$ cat config.mk
export PLATFORM = sky130hd
export DESIGN_NAME = mem_stage_ctrl_flat
export DESIGN_NICKNAME = d
export VERILOG_FILES = /design/src/rtl/mem_stage_ctrl_pkg.sv /design/src/rtl/mem_stage_ctrl_if.sv /design/src/rtl/mem_stage_ctrl_timeout_ctr.sv /design/src/rtl/mem_stage_ctrl.sv /design/src/flat_wrapper.sv
export SDC_FILE = /design/constraint.sdc
export NUM_CORES = 1
export LEC_CHECK = 0
export CAP_MARGIN = 20
export CORE_MARGIN = 5
export CORE_UTILIZATION = 30
export DETAILED_ROUTE_END_ITERATION = 8
export SKIP_LAST_GASP = 1
export SLEW_MARGIN = 30
export SYNTH_ARGS = -nofsm -noshare
export SYNTH_HDL_FRONTEND = slang
export SYNTH_SLANG_ARGS = --single-unit
$ cat constraint.sdc
create_clock -name clk -period 6.5 [get_ports clk]
set_clock_uncertainty 0.2 [all_clocks]
set_input_delay 0.65 -clock clk [delete_from_list [all_inputs] [get_ports clk]]
set_output_delay 0.65 -clock clk [all_outputs]
set_load 0.02 [all_outputs]
$ cat src/rtl/mem_stage_ctrl_pkg.sv
// Shared pipeline types for the M-stage memory controller.
// State encoding, result-select code and default timeout.
package pipe_pkg;

  typedef enum logic [1:0] {
    IDLE,
    REQ,
    WAIT,
    DONE
  } mctl_state_t;

  localparam logic [1:0] RESULTSRC_MEM = 2'b01;

  localparam int TIMEOUT_DEF = 255;

endpackage

$ cat src/rtl/mem_stage_ctrl_if.sv
// Data-memory bus: req/gnt/rvalid handshake.
// master = pipeline controller, slave = memory.
interface mem_stage_ctrl_if #(
  parameter int ADDR_W = 32,
  parameter int DATA_W = 32
);

  logic              dmem_req;
  logic              dmem_we;
  logic [ADDR_W-1:0] dmem_addr;
  logic [DATA_W-1:0] dmem_wdata;
  logic              dmem_gnt;
  logic              dmem_rvalid;
  logic [DATA_W-1:0] dmem_rdata;
  logic              dmem_err;

  modport master (
    output dmem_req,
    output dmem_we,
    output dmem_addr,
    output dmem_wdata,
    input  dmem_gnt,
    input  dmem_rvalid,
    input  dmem_rdata,
    input  dmem_err
  );

  modport slave (
    input  dmem_req,
    input  dmem_we,
    input  dmem_addr,
    input  dmem_wdata,
    output dmem_gnt,
    output dmem_rvalid,
    output dmem_rdata,
    output dmem_err
  );

endinterface

$ cat src/rtl/mem_stage_ctrl_timeout_ctr.sv
// Cycle counter bounding time spent in REQ+WAIT.
// expired fires during the TIMEOUT-th enabled cycle.
import pipe_pkg::*;

module mem_timeout_ctr #(
  parameter int TIMEOUT = TIMEOUT_DEF
) (
  input  logic clk,
  input  logic reset_n,
  input  logic clear,
  input  logic en,
  output logic expired
);

  logic [15:0] cnt;

  // clear on entry to REQ, count while busy
  always_ff @(posedge clk or negedge reset_n) begin
    if (!reset_n) begin
      cnt <= '0;
    end else begin
      unique case (1'b1)
        clear:   cnt <= '0;
        en:      cnt <= cnt + 16'd1;
        default: cnt <= cnt;
      endcase
    end
  end

  assign expired = en && (cnt == 16'(TIMEOUT - 1));

endmodule

$ cat src/rtl/mem_stage_ctrl.sv
// M-stage data-memory sequencer: issues bus accesses,
// freezes the pipe until done, captures load data/faults.
import pipe_pkg::*;

module mem_stage_ctrl #(
  parameter int ADDR_W  = 32,
  parameter int DATA_W  = 32,
  parameter int TIMEOUT = TIMEOUT_DEF
) (
  input  logic              clk,
  input  logic              reset_n,
  input  logic              memwriteM,
  input  logic [1:0]        resultsrcM,
  input  logic [ADDR_W-1:0] aluresultM,
  input  logic [DATA_W-1:0] writedataM,
  mem_stage_ctrl_if.master  dmem,
  output logic              stall_m,
  output logic              flush_w,
  output logic [DATA_W-1:0] readdataM,
  output logic              bus_fault,
  output logic [ADDR_W-1:0] fault_addr
);

  mctl_state_t state;
  logic access;
  logic resp;
  logic tmo;
  logic fin;
  logic fault_ev;
  logic expired;

  assign access = memwriteM | (resultsrcM == RESULTSRC_MEM);

  // a response beats an expiry landing in the same cycle
  assign resp = dmem.dmem_rvalid
              & (((state == REQ) & dmem.dmem_gnt)
                 | (state == WAIT));
  assign tmo      = expired & ~resp;
  assign fin      = resp | tmo;
  assign fault_ev = (resp & dmem.dmem_err) | tmo;

  assign stall_m = reset_n
                 & (((state == IDLE) & access)
                    | (state == REQ)
                    | (state == WAIT));
  assign flush_w = stall_m;

  mem_timeout_ctr #(
    .TIMEOUT(TIMEOUT)
  ) u_ctr (
    .clk    (clk),
    .reset_n(reset_n),
    .clear  ((state == IDLE) & access),
    .en     ((state == REQ) | (state == WAIT)),
    .expired(expired)
  );

  // bus sequencing FSM with registered request outputs
  always_ff @(posedge clk or negedge reset_n) begin
    if (!reset_n) begin
      state           <= IDLE;
      dmem.dmem_req   <= 1'b0;
      dmem.dmem_we    <= 1'b0;
      dmem.dmem_addr  <= '0;
      dmem.dmem_wdata <= '0;
    end else begin
      unique case (state)
        IDLE: begin
          if (access) begin
            dmem.dmem_req   <= 1'b1;
            dmem.dmem_we    <= memwriteM;
            dmem.dmem_addr  <= aluresultM;
            dmem.dmem_wdata <= writedataM;
            state           <= REQ;
          end
        end
        REQ: begin
          if (fin) begin
            dmem.dmem_req <= 1'b0;
            state         <= DONE;
          end else if (dmem.dmem_gnt) begin
            dmem.dmem_req <= 1'b0;
            state         <= WAIT;
          end
        end
        WAIT: begin
          if (fin) begin
            state <= DONE;
          end
        end
        DONE: begin
          state <= IDLE;
        end
        default: begin
          state <= IDLE;
        end
      endcase
    end
  end

  // completion: load data and sticky first-fault capture
  always_ff @(posedge clk or negedge reset_n) begin
    if (!reset_n) begin
      readdataM  <= '0;
      bus_fault  <= 1'b0;
      fault_addr <= '0;
    end else begin
      if (fin && !dmem.dmem_we) begin
        readdataM <= fault_ev ? '0 : dmem.dmem_rdata;
      end
      if (fault_ev) begin
        bus_fault <= 1'b1;
        if (!bus_fault) begin
          fault_addr <= dmem.dmem_addr;
        end
      end
    end
  end

endmodule

$ cat src/flat_wrapper.sv
// flat-port wrapper written by rule: the top's interface ports become plain ports
module mem_stage_ctrl_flat 
#(
  parameter int ADDR_W  = 32,
  parameter int DATA_W  = 32,
  parameter int TIMEOUT = TIMEOUT_DEF
)
  (clk, reset_n, memwriteM, resultsrcM, aluresultM, writedataM, stall_m, flush_w, readdataM, bus_fault, fault_addr, dmem_dmem_req, dmem_dmem_we, dmem_dmem_addr, dmem_dmem_wdata, dmem_dmem_gnt, dmem_dmem_rvalid, dmem_dmem_rdata, dmem_dmem_err);
  mem_stage_ctrl_if #(.ADDR_W(ADDR_W), .DATA_W(DATA_W)) dmem_i ();
  input  logic clk;
  input  logic reset_n;
  input  logic memwriteM;
  input  logic [1:0] resultsrcM;
  input  logic [ADDR_W-1:0] aluresultM;
  input  logic [DATA_W-1:0] writedataM;
  output logic stall_m;
  output logic flush_w;
  output logic [DATA_W-1:0] readdataM;
  output logic bus_fault;
  output logic [ADDR_W-1:0] fault_addr;
  output wire logic [$bits(dmem_i.dmem_req)-1:0] dmem_dmem_req;
  output wire logic [$bits(dmem_i.dmem_we)-1:0] dmem_dmem_we;
  output wire logic [$bits(dmem_i.dmem_addr)-1:0] dmem_dmem_addr;
  output wire logic [$bits(dmem_i.dmem_wdata)-1:0] dmem_dmem_wdata;
  input wire logic [$bits(dmem_i.dmem_gnt)-1:0] dmem_dmem_gnt;
  input wire logic [$bits(dmem_i.dmem_rvalid)-1:0] dmem_dmem_rvalid;
  input wire logic [$bits(dmem_i.dmem_rdata)-1:0] dmem_dmem_rdata;
  input wire logic [$bits(dmem_i.dmem_err)-1:0] dmem_dmem_err;
  assign dmem_dmem_req = dmem_i.dmem_req;
  assign dmem_dmem_we = dmem_i.dmem_we;
  assign dmem_dmem_addr = dmem_i.dmem_addr;
  assign dmem_dmem_wdata = dmem_i.dmem_wdata;
  assign dmem_i.dmem_gnt = dmem_dmem_gnt;
  assign dmem_i.dmem_rvalid = dmem_dmem_rvalid;
  assign dmem_i.dmem_rdata = dmem_dmem_rdata;
  assign dmem_i.dmem_err = dmem_dmem_err;
  mem_stage_ctrl #(.ADDR_W(ADDR_W), .DATA_W(DATA_W), .TIMEOUT(TIMEOUT)) u_core (.clk(clk), .reset_n(reset_n), .memwriteM(memwriteM), .resultsrcM(resultsrcM), .aluresultM(aluresultM), .writedataM(writedataM), .dmem(dmem_i), .stall_m(stall_m), .flush_w(flush_w), .readdataM(readdataM), .bus_fault(bus_fault), .fault_addr(fault_addr));
endmodule
==> flow_summary.json <==
{
  "outcome": "completed",
  "yosysTopAreaCell": "dfrtp_1",
  "coreArea_sq_mm": 0.02030,
  "seq_area_frac_synth_pct": 59.94,
  "place_congestion": 0.7706,
  "crit_required_ps": 5650,
  "cts_max_level": 4,
  "drv_cap": 0,
  "synth.avg_cell_area_sq_um": 10.12,
  "drtIter0Drc": 228,
  "vias_per_cell": 4.436,
  "r2r_slack_ps": 3190,
  "worst_ep_arrival_time_ps": 2530,
  "async_reset_ff_share_pct": 100.0,
  "post-route-period-util_pct": 52.01,
  "dieWidth_um": 154,
  "synth_cells": 615,
  "synth_cell_types": 45,
  "ant_nets": 0,
  "hp-class": "register to register",
  "grt_overflow": 0,
  "finalSetupViolCount": 0,
  "antenna_found_initial": 0,
  "cp_common_cell": "clkdlybuf4s50_1",
  "power_w": 0.004487,
  "drt-total-wl_um": 17320,
  "dp_slack_ps": 3116,
  "cts_tree": "built",
  "cts_setup_buffers": 0,
  "finalSetupTns_ps": 0,
  "drc_errors": 0,
  "synth_top_area_share_pct": 59.94,
  "synth-simple-area-share_pct": 19.89,
  "multi_input_area_sq_mm": 0.002306,
  "clockRootBuffer": "clkbuf_16",
  "critical_path.endpoint_type": "primary output",
  "cts.clk_slew.worst_paths_ps": 70,
  "synth_top_flop_cell": "dfrtp_1",
  "fillCellCount": 1909,
  "routedWlPerCell_um": 15.37,
  "area_delta_synth_final_pct": 52.55,
  "synth_edf_count": 0,
  "cts.sinks": 149,
  "grt_pass1_wl_um": 27670,
  "critPathMaxStageDelay_ps": 630,
  "synth_top_family_by_area": "simple AND/OR/NAND/NOR gates",
  "final_nets": 954,
  "rsz0062_at_grt": "false",
  "synth_fa_ha_area_share_pct": 1.207,
  "clock_latency_ps": 420,
  "synth_compound_area_share_pct": 7.482,
  "worstMarginPinSlew_ps": 760.0,
  "synth_area_leaders": "dfrtp_1, nand2_1, mux2_4, o21ai_0, ha_1",
  "ys_warn_count": 0,
  "die_height_um": 154,
  "port_buffers": 236,
  "die-area_sq_mm": 0.02372,
  "initial_core_util_pct": 30.65,
  "period_needed_ps": 3381,
  "rows": 52,
  "cp_max_fo": 3,
  "syn_nets": 725,
  "grt_util_all_layers_pct": 14.41,
  "grt_max_degree": 68,
  "clock_path_buffers": 2,
  "synthMuxAreaShare_pct": 8.126,
  "p_leak_nw": 4.282,
  "finalMaxSlewViolations": 0,
  "path_cells": "clkdlybuf4s50_1, nor2b_1, o21a_2, o31a_1, clkdlybuf4s50_1",
  "ir_worst_vdd_v": 0.0002230,
  "cts_resized": 0,
  "ys_seq_elements": 149,
  "finalHoldViolations": 0,
  "syn-cell-area_sq_mm": 0.006221,
  "n_antenna_cell": 0,
  "via_count": 4999,
  "whs_ps": 273.2,
  "slowest_stage": "clkdlybuf4s50_1",
  "worst_setup_path_start_kind": "input port",
  "synthXorXnorAreaFrac_pct": 0,
  "worstSetupPathType": "input port to primary output",
  "cts_made_buffers": 17,
  "first_pass_iters": 4,
  "fin_ws_ps": 3119,
  "grt_pass1_vias": 5029,
  "ios": 237,
  "relSlewSlack_pct": 49.34,
  "seq_area_sq_mm": 0.003729,
  "dp_hpwl_um": 12160,
  "drive_above_1_share_pct": 9.452,
  "max_freq_mhz": 295.8,
  "power_density_mw_per_mm2": 472.8
}
## kinds of logic after synthesis
kind of cell,count (synthesis)
flip-flops,149
buffers and inverters,41
AO/OA/AOI/OAI,79
adder cells (fa/ha/maj),6
multiplexers,34
AND/OR/NAND/NOR,306
## cell usage in the layout, fill, tap and decap left out, types with 3 or more instances in the layout
cell	count
and4_1	3
a21oi_1	5
o21ai_0	45
buf_4	6
nand3_1	7
nand4_1	6
nor2_1	5
ha_1	6
inv_1	6
clkdlybuf4s50_1	235
clkbuf_16	17
inv_8	5
dfrtp_1	149
o31ai_1	5
a31oi_1	8
inv_6	3
o211ai_1	3
nand2_1	270
mux2_4	30
## report_power, final
group / switching, W / internal, W
clock: 0.000435 / 0.000597
combinational: 0.00106 / 0.000901
sequential: 0.000223 / 0.00127
## per-layer routing
| metal | GRT usage [%] | vias up | routed length [um] |
|---|---|---|---|
| li1 | - | 2480 | - |
| met1 | 18.85 | 2356 | 7840 |
| met2 | 23.02 | 150 | 8167 |
| met3 | 4.666 | 13 | 1109 |
| met4 | 3.995 | 0 | 206 |
| met5 | 0 | - | 0 |
## final timing paths
path / start / to / cells past startpoint
min in group asynchronous: reset_n / u_core.fault_addr[23] / 2
min: u_core.dmem.dmem_wdata[24] / u_core.dmem.dmem_wdata[24] / 2
max reg2reg: u_core.state[0] / u_core.fault_addr[31] / 8
max in group asynchronous: reset_n / u_core.dmem.dmem_wdata[30] / 3
min reg2reg: u_core.dmem.dmem_wdata[24] / u_core.dmem.dmem_wdata[24] / 2
max: resultsrcM[0] / stall_m / 5
## synth_stat cells, types with 2 or more instances
cell / instances
clkbuf_1: 15
mux2_4: 30
and3_1: 2
buf_2: 9
a21o_1: 2
a21oi_1: 5
nand2_1: 270
ha_1: 6
inv_1: 6
o31ai_1: 5
nor2b_1: 3
o211ai_1: 3
o21ai_0: 45
nand4_1: 6
buf_6: 5
clkbuf_2: 2
nand3_1: 7
a31oi_1: 8
nor2_1: 5
dfrtp_1: 149
o221ai_1: 2
nor3_1: 2
mux2_2: 2
and4_1: 3
buf_1: 3
## state kept, by name, indices dropped and copies added (netlist names)
name / count
u_core.bus_fault: 1
u_core.dmem.dmem_addr: 32
u_core.dmem.dmem_req: 1
u_core.dmem.dmem_wdata: 32
u_core.dmem.dmem_we: 1
u_core.fault_addr: 32
u_core.readdataM: 32
u_core.state: 2
u_core.u_ctr.cnt: 16
## per-stage QoR
step,area [sq um],util [%],std cells
global route,9490,46.75,1127
finish,9490,46.75,1127
CTS,9463,46.62,1126
global placement,8803,43.37,1092
floorplan,6221,-,615
detailed placement,8831,43.50,1093
## cell type report
class                           instances  area share [%]
Tap cell                              270           3.560
Clock buffer                           18           4.628
Inverter                                6          0.2373
Sequential cell                       149           39.29
Clock inverter                         14           1.925
Multi-Input combinational cell        425           24.30
Timing Repair Buffer                  245           26.06
## repair_timing
| action | in CTS | in global routing |
|---|---|---|
| endpoints found under the setup margin | 0 | 0 |
| hold buffers | 1 | 0 |
| hold endpoints to repair | 38 | 0 |
## worst max-delay path, delay by kind of cell
family                 cells  cell delay [ps]
AOI/OAI and AO/OA          2              380
buffers and inverters      2             1080
and+or+nand+nor            1              420
(Power assumes the default switching activity.)
